[src/rtl/regfile_pkg.sv]
// Shared constants and types for the register-file write-port arbiter.
package regfile_pkg;
  localparam int ADDR_W      = 4;
  localparam int DATA_W      = 32;
  localparam int NUM_REGS    = 16;
  localparam int NUM_REQ_DEF = 3;

  typedef enum logic [1:0] {ARB, DRAIN, CLEAR} arb_state_t;

  function automatic int idx_w(input int n);
    return (n > 1) ? $clog2(n) : 1;
  endfunction
endpackage

[src/rtl/regfile_wr_arbiter_if.sv]
// Requester-side handshake and register-file write port of regfile_wr_arbiter.
// Handshake: a transfer on requester i happens in a cycle where req_valid[i] && req_ready[i];
// the requester holds req_rd/req_data stable while req_valid is high and no transfer has happened.
interface regfile_wr_arbiter_if
  import regfile_pkg::*;
#(
  parameter int NUM_REQ = NUM_REQ_DEF
);
  logic [NUM_REQ-1:0]        req_valid;
  logic [NUM_REQ-1:0]        req_ready;
  logic [NUM_REQ*ADDR_W-1:0] req_rd;
  logic [NUM_REQ*DATA_W-1:0] req_data;
  logic                      clear_req;
  logic                      clear_busy;
  logic                      wen;
  logic [ADDR_W-1:0]         write_Rd;
  logic [DATA_W-1:0]         write_data;

  modport master (
    output req_valid, req_rd, req_data, clear_req,
    input  req_ready, clear_busy, wen, write_Rd, write_data
  );

  modport slave (
    input  req_valid, req_rd, req_data, clear_req,
    output req_ready, clear_busy, wen, write_Rd, write_data
  );
endinterface

[src/rtl/rr_arbiter.sv]
// Combinational round-robin picker: first set request at or after (ptr + 1) mod N.
module rr_arbiter #(
  parameter int N     = 3,
  parameter int IDX_W = 2
) (
  input  logic [N-1:0]     req,
  input  logic [IDX_W-1:0] ptr,
  output logic [N-1:0]     gnt,
  output logic [IDX_W-1:0] idx,
  output logic             any
);
  logic [IDX_W-1:0] cand;

  always_comb begin
    gnt  = '0;
    idx  = '0;
    any  = 1'b0;
    cand = '0;
    for (int k = 1; k <= N; k++) begin
      cand = IDX_W'((int'(ptr) + k) % N);
      if (!any && req[cand]) begin
        any       = 1'b1;
        gnt[cand] = 1'b1;
        idx       = cand;
      end
    end
  end
endmodule

[src/rtl/regfile_wr_arbiter.sv]
// Shares the register file write port between NUM_REQ one-entry slots and runs the R1..R(NUM_REGS-1) clear.
// Define REGFILE_ARB_PRIO_EN to give requester 0 strict priority over a round-robin among the others.
module regfile_wr_arbiter
  import regfile_pkg::*;
#(
  parameter int NUM_REQ = NUM_REQ_DEF
) (
  input  logic                clk,
  input  logic                rst_n,
  regfile_wr_arbiter_if.slave bus,
  output arb_state_t          state_dbg
);
  localparam int IDX_W = idx_w(NUM_REQ);

  arb_state_t          state, state_nxt;
  logic [NUM_REQ-1:0]  slot_v, slot_v_nxt, accept, fill;
  logic [NUM_REQ-1:0]  arb_req, arb_gnt, gnt, req_ready_c;
  logic [ADDR_W-1:0]   slot_rd   [NUM_REQ];
  logic [DATA_W-1:0]   slot_data [NUM_REQ];
  logic [IDX_W-1:0]    ptr, arb_idx, gnt_idx;
  logic                arb_any, gnt_any, ptr_upd;
  logic [ADDR_W-1:0]   clr_cnt;
  logic                wen_q;
  logic [ADDR_W-1:0]   rd_q;
  logic [DATA_W-1:0]   data_q;

`ifdef REGFILE_ARB_PRIO_EN
  // Slot 0 is handled outside the rotation, so the shared picker only sees 1..NUM_REQ-1.
  assign arb_req = slot_v & ~NUM_REQ'(1);
`else
  assign arb_req = slot_v;
`endif

  rr_arbiter #(.N(NUM_REQ), .IDX_W(IDX_W)) u_rr (
    .req (arb_req),
    .ptr (ptr),
    .gnt (arb_gnt),
    .idx (arb_idx),
    .any (arb_any)
  );

  always_comb begin
    gnt     = '0;
    gnt_idx = arb_idx;
    gnt_any = 1'b0;
    ptr_upd = 1'b0;
    if (state != CLEAR) begin
      gnt     = arb_gnt;
      gnt_any = arb_any;
      ptr_upd = arb_any;
`ifdef REGFILE_ARB_PRIO_EN
      if (slot_v[0]) begin
        gnt     = NUM_REQ'(1);
        gnt_idx = '0;
        gnt_any = 1'b1;
        ptr_upd = 1'b0;
      end
`endif
    end
  end

  assign req_ready_c = (state == ARB) ? (~slot_v | gnt) : '0;
  assign accept      = bus.req_valid & req_ready_c;

  // A transfer to R0 completes the handshake but never occupies the slot.
  always_comb begin
    fill = '0;
    for (int i = 0; i < NUM_REQ; i++)
      fill[i] = accept[i] && (bus.req_rd[i*ADDR_W +: ADDR_W] != '0);
  end

  assign slot_v_nxt = (slot_v & ~gnt) | fill;

  always_comb begin
    state_nxt = state;
    case (state)
      ARB:     if (bus.clear_req) state_nxt = (|slot_v_nxt) ? DRAIN : CLEAR;
      DRAIN:   if (slot_v_nxt == '0) state_nxt = CLEAR;
      CLEAR:   if (clr_cnt == ADDR_W'(NUM_REGS - 1)) state_nxt = ARB;
      default: state_nxt = ARB;
    endcase
  end

  always_ff @(posedge clk) begin
    if (!rst_n) begin
      state   <= ARB;
      slot_v  <= '0;
      ptr     <= '0;
      clr_cnt <= '0;
      wen_q   <= 1'b0;
      rd_q    <= '0;
      data_q  <= '0;
    end else begin
      state  <= state_nxt;
      slot_v <= slot_v_nxt;
      if (ptr_upd) ptr <= arb_idx;
      if (state != CLEAR && state_nxt == CLEAR) clr_cnt <= ADDR_W'(1);
      else if (state == CLEAR)                  clr_cnt <= clr_cnt + 1'b1;
      if (state == CLEAR) begin
        wen_q  <= 1'b1;
        rd_q   <= clr_cnt;
        data_q <= '0;
      end else if (gnt_any) begin
        wen_q  <= 1'b1;
        rd_q   <= slot_rd[gnt_idx];
        data_q <= slot_data[gnt_idx];
      end else begin
        wen_q  <= 1'b0;
      end
    end
  end

  always_ff @(posedge clk) begin
    for (int i = 0; i < NUM_REQ; i++) begin
      if (fill[i]) begin
        slot_rd[i]   <= bus.req_rd[i*ADDR_W +: ADDR_W];
        slot_data[i] <= bus.req_data[i*DATA_W +: DATA_W];
      end
    end
  end

  assign bus.req_ready  = req_ready_c;
  assign bus.clear_busy = (state != ARB);
  assign bus.wen        = wen_q;
  assign bus.write_Rd   = rd_q;
  assign bus.write_data = data_q;
  assign state_dbg      = state;
endmodule

[src/flat_wrapper.sv]
// flat-port wrapper written by rule: the top's interface ports become plain ports
module regfile_wr_arbiter_flat import regfile_pkg::*;
#(
  parameter int NUM_REQ = NUM_REQ_DEF
)
  (clk, rst_n, state_dbg, bus_req_valid, bus_req_rd, bus_req_data, bus_clear_req, bus_req_ready, bus_clear_busy, bus_wen, bus_write_Rd, bus_write_data);
  regfile_wr_arbiter_if #(.NUM_REQ(NUM_REQ)) bus_i ();
  input  logic clk;
  input  logic rst_n;
  output arb_state_t state_dbg;
  input wire logic [$bits(bus_i.req_valid)-1:0] bus_req_valid;
  input wire logic [$bits(bus_i.req_rd)-1:0] bus_req_rd;
  input wire logic [$bits(bus_i.req_data)-1:0] bus_req_data;
  input wire logic [$bits(bus_i.clear_req)-1:0] bus_clear_req;
  output wire logic [$bits(bus_i.req_ready)-1:0] bus_req_ready;
  output wire logic [$bits(bus_i.clear_busy)-1:0] bus_clear_busy;
  output wire logic [$bits(bus_i.wen)-1:0] bus_wen;
  output wire logic [$bits(bus_i.write_Rd)-1:0] bus_write_Rd;
  output wire logic [$bits(bus_i.write_data)-1:0] bus_write_data;
  assign bus_i.req_valid = bus_req_valid;
  assign bus_i.req_rd = bus_req_rd;
  assign bus_i.req_data = bus_req_data;
  assign bus_i.clear_req = bus_clear_req;
  assign bus_req_ready = bus_i.req_ready;
  assign bus_clear_busy = bus_i.clear_busy;
  assign bus_wen = bus_i.wen;
  assign bus_write_Rd = bus_i.write_Rd;
  assign bus_write_data = bus_i.write_data;
  regfile_wr_arbiter #(.NUM_REQ(NUM_REQ)) u_core (.clk(clk), .rst_n(rst_n), .bus(bus_i), .state_dbg(state_dbg));
endmodule
[config.mk]
export PLATFORM = sky130hd
export DESIGN_NAME = regfile_wr_arbiter_flat
export DESIGN_NICKNAME = d
export VERILOG_FILES = /design/src/rtl/regfile_pkg.sv /design/src/rtl/regfile_wr_arbiter_if.sv /design/src/rtl/rr_arbiter.sv /design/src/rtl/regfile_wr_arbiter.sv /design/src/flat_wrapper.sv
export SDC_FILE = /design/constraint.sdc
export NUM_CORES = 1
export LEC_CHECK = 0
export ABC_AREA = 1
export ABC_CLOCK_PERIOD_IN_PS = 10200
export CELL_PAD_IN_SITES_DETAIL_PLACEMENT = 0
export CELL_PAD_IN_SITES_GLOBAL_PLACEMENT = 2
export CORE_MARGIN = 2
export CORE_UTILIZATION = 44
export DETAILED_ROUTE_END_ITERATION = 7
export DONT_BUFFER_PORTS = 1
export MAX_ROUTING_LAYER = met4
export PLACE_DENSITY_LB_ADDON = 0.05
export SYNTH_ARGS = -nofsm -noshare
export SYNTH_HDL_FRONTEND = slang
export SYNTH_SLANG_ARGS = --single-unit
[constraint.sdc]
create_clock -name clk -period 10.2 [get_ports clk]
set_input_delay 2.04 -clock clk [delete_from_list [all_inputs] [get_ports clk]]
set_output_delay 2.04 -clock clk [all_outputs]
set_load 0.05 [all_outputs]
==> results.ini <==
[sta]
min_period_ps=5270
post-route-period-util_pct=51.7
fin_skew_ps=9.48
finalSetupViolations=0
rsz0062_at_grt=false
max_slew_margin_pct=19.2
worstMarginPinSlew_ps=1210
setup_slack_ps=4930
holdWs_ps=517
timing_hold_violations_final=0
fmax_mhz=190
tns_ps=0
drv_slew=0

[synthesis]
ys_async_sr_fraction_pct=0
synth.avg_cell_area_um2=12.4
synth-edff-count=108
synth_top_area_share_pct=54.2
synth_xor_area_share_pct=0.293
ys_seq_area_share_pct=70.3
synth_top_cell_by_area=edfxtp_1
yosys.area_share.adder_pct=1.05
syn_area_um2=5980
synth_mux_area_share_pct=0
synth-simple-area-share_pct=11.0
synth_flop_cell=edfxtp_1
ys_warn_count=0
synth_cell_types=37
synth_compound_area_share_pct=13.4
yosysMostFrequentCell=nand2_1
synth_commonest_cells=nand2_1 (111), edfxtp_1 (108), dfxtp_1 (48)
syn-instance-count=483
netlist_top_cells_area=edfxtp_1 (54%), dfxtp_1 (16%), nand2_1 (7.0%)
syn_nets=602
synth_seq_cells=156
synth_top_family_by_area=compound AO/OA/AOI/OAI gates

[clocking]
cts_resized=0
cts.clk_slew.worst_paths_ps=60
cts_hold_buf=0
htree_levels=4
clk_latency_ps=420
cts_sinks=156
cts_tree=built
cts_setup_buffers=0
cts-buffers-inserted=17
root_buffer=clkbuf_16
clockBufferDepth=2

[critical_path]
crit_buf_inv=4
endpoint_kind=primary output
cp-start-kind=register
cp.arrival_ps=3230
r2r-start=u_core.ptr[0]
worstSetupPathType=reg -> out
cp_cell_sequence=inv_1, ha_1, inv_2, nand2_2, nand2_1, nand2_2, nand2_2, nand2_1, nand2_1, clkinv_1, nand2_2, nand2_1, nand2_1, nand2_1, inv_1
worstPathMaxFanout=38
slowest_stage=nand2_2
crit_path_start=u_core.ptr[0]
crit_path_max_incr_delay_ps=600
crit_family=simple AND/OR/NAND/NOR gates
worstPathRequired_ps=8160
crit_top_cell=nand2_1

[drt]
wirelength_mm=13.6
dr.pass1.iters=4
vias_per_cell=5.24
wire_per_inst_um=20.0
via_count=3550
final_antenna_net_count=0
drtIter0Drc=245
drc=0

[die]
dieArea_um2=14500
initial_core_util_pct=45.2
fp.dieH_um=121
coreArea_um2=13200
io_pins=157
rows=42
die_w_um=121

[placement]
io_buffers=0
dpl.cell_count=642
gp_congestion=0.866
dpl_worst_slack_ps=5350
dp_hpwl_mm=8.58

[finish]
area_growth_pct=12.5
stdcell_count=678
fillers=1178
seqCellArea_um2=4200
multiInputGateArea_um2=1560
drive_above_1_share_pct=12.0
finalNetCount=604

[min_path]
hold_path.class=reg -> reg
hold_start=u_core.clr_cnt[1]

[run]
cap_violations=0

[grt]
gr-usage-all-layers_pct=19.7
overflow=0
grt_pass1_vias=3563
grt_antenna_before_repair=4
grt_max_degree=39
grt_pass1_wl_mm=20.1

[power_and_ir_drop]
peakVddDrop_uv=147
power_leakage_nw=2.31
pwr_density_cell_nw_per_um2=373

[run_status]
outcome=complete, no violations

-- sequential cells by signal, indices dropped and copies added, names as in the netlist --
register               count
u_core.state_dbg           2
u_core.bus.write_data     32
u_core.slot_rd            12
u_core.clr_cnt             4
u_core.arb_req             3
u_core.ptr                 2
u_core.bus.wen             1
u_core.bus.write_Rd        4
u_core.slot_data          96
-- cells by family (layout without fill, tap and decap cells) --
kind of cell | Yosys count | after routing
xor gates and xnor gates | 2 | 2
and+or+nand+nor | 150 | 150
buffers and inverters | 45 | 60
DFF | 156 | 156
AOI/OAI and AO/OA | 125 | 125
adders and majority gates | 5 | 5
other | 0 | 4
-- power breakdown --
part           switching [mW]  internal (mW)
Sequential              0.205          0.838
Clock                   0.252          0.401
Combinational           0.569          0.248
Total                    1.03           1.49
-- path summary, 6_finish.rpt --
path                                           endpoint  slack (ps)  cells after the start
worst max-delay path                   bus_req_ready[1]        4930                     15
worst min register to register        u_core.clr_cnt[1]         520                      2
worst min-delay path                  u_core.clr_cnt[1]         520                      2
worst max register to register  u_core.slot_data[1][30]        6620                     16
-- worst reg2reg max path: cells and delay by family (launching register included) --
kind / cells / cell delay (ps)
buf+inv: 4 / 730
simple gates: 11 / 1720
fa+ha+maj: 1 / 380
flops: 1 / 380
-- stage by stage --
stage | util, % | power, mW | instance area [um^2]
after floorplan | - | 1.74 | 5980
after global placement | 46.1 | 1.89 | 6110
after detailed placement | 46.1 | 1.89 | 6110
after CTS | 50.8 | 2.54 | 6720
after global routing | 50.9 | 2.66 | 6730
final | 50.9 | 2.51 | 6730
-- final cells by class --
class	count	share of cell area (%)
Antenna cell	4	0.149
Clock buffer	20	6.78
Clock inverter	12	2.40
Inverter	25	1.41
Multi-Input combinational cell	282	23.2
Sequential cell	156	62.4
Tap cell	176	3.27
Timing Repair Buffer	3	0.334
-- cells in the final DEF (no fill, tap or decap), types with 8 or more instances in the layout --
| cell type | instances |
|---|---|
| clkbuf_16 | 17 |
| nor2_1 | 10 |
| nand2_1 | 110 |
| o21ai_1 | 31 |
| nand3_1 | 9 |
| dfxtp_1 | 48 |
| o21a_1 | 36 |
| o21ai_0 | 8 |
| a31oi_1 | 36 |
| edfxtp_1 | 108 |
| inv_1 | 19 |
-- layer usage --
layer,track usage [%],share of wire (%)
met1,23.2,42
met2,30.6,48
met3,8.16,7.8
met4,6.76,1.6
met5,-,0
(Power assumes the default switching activity.)
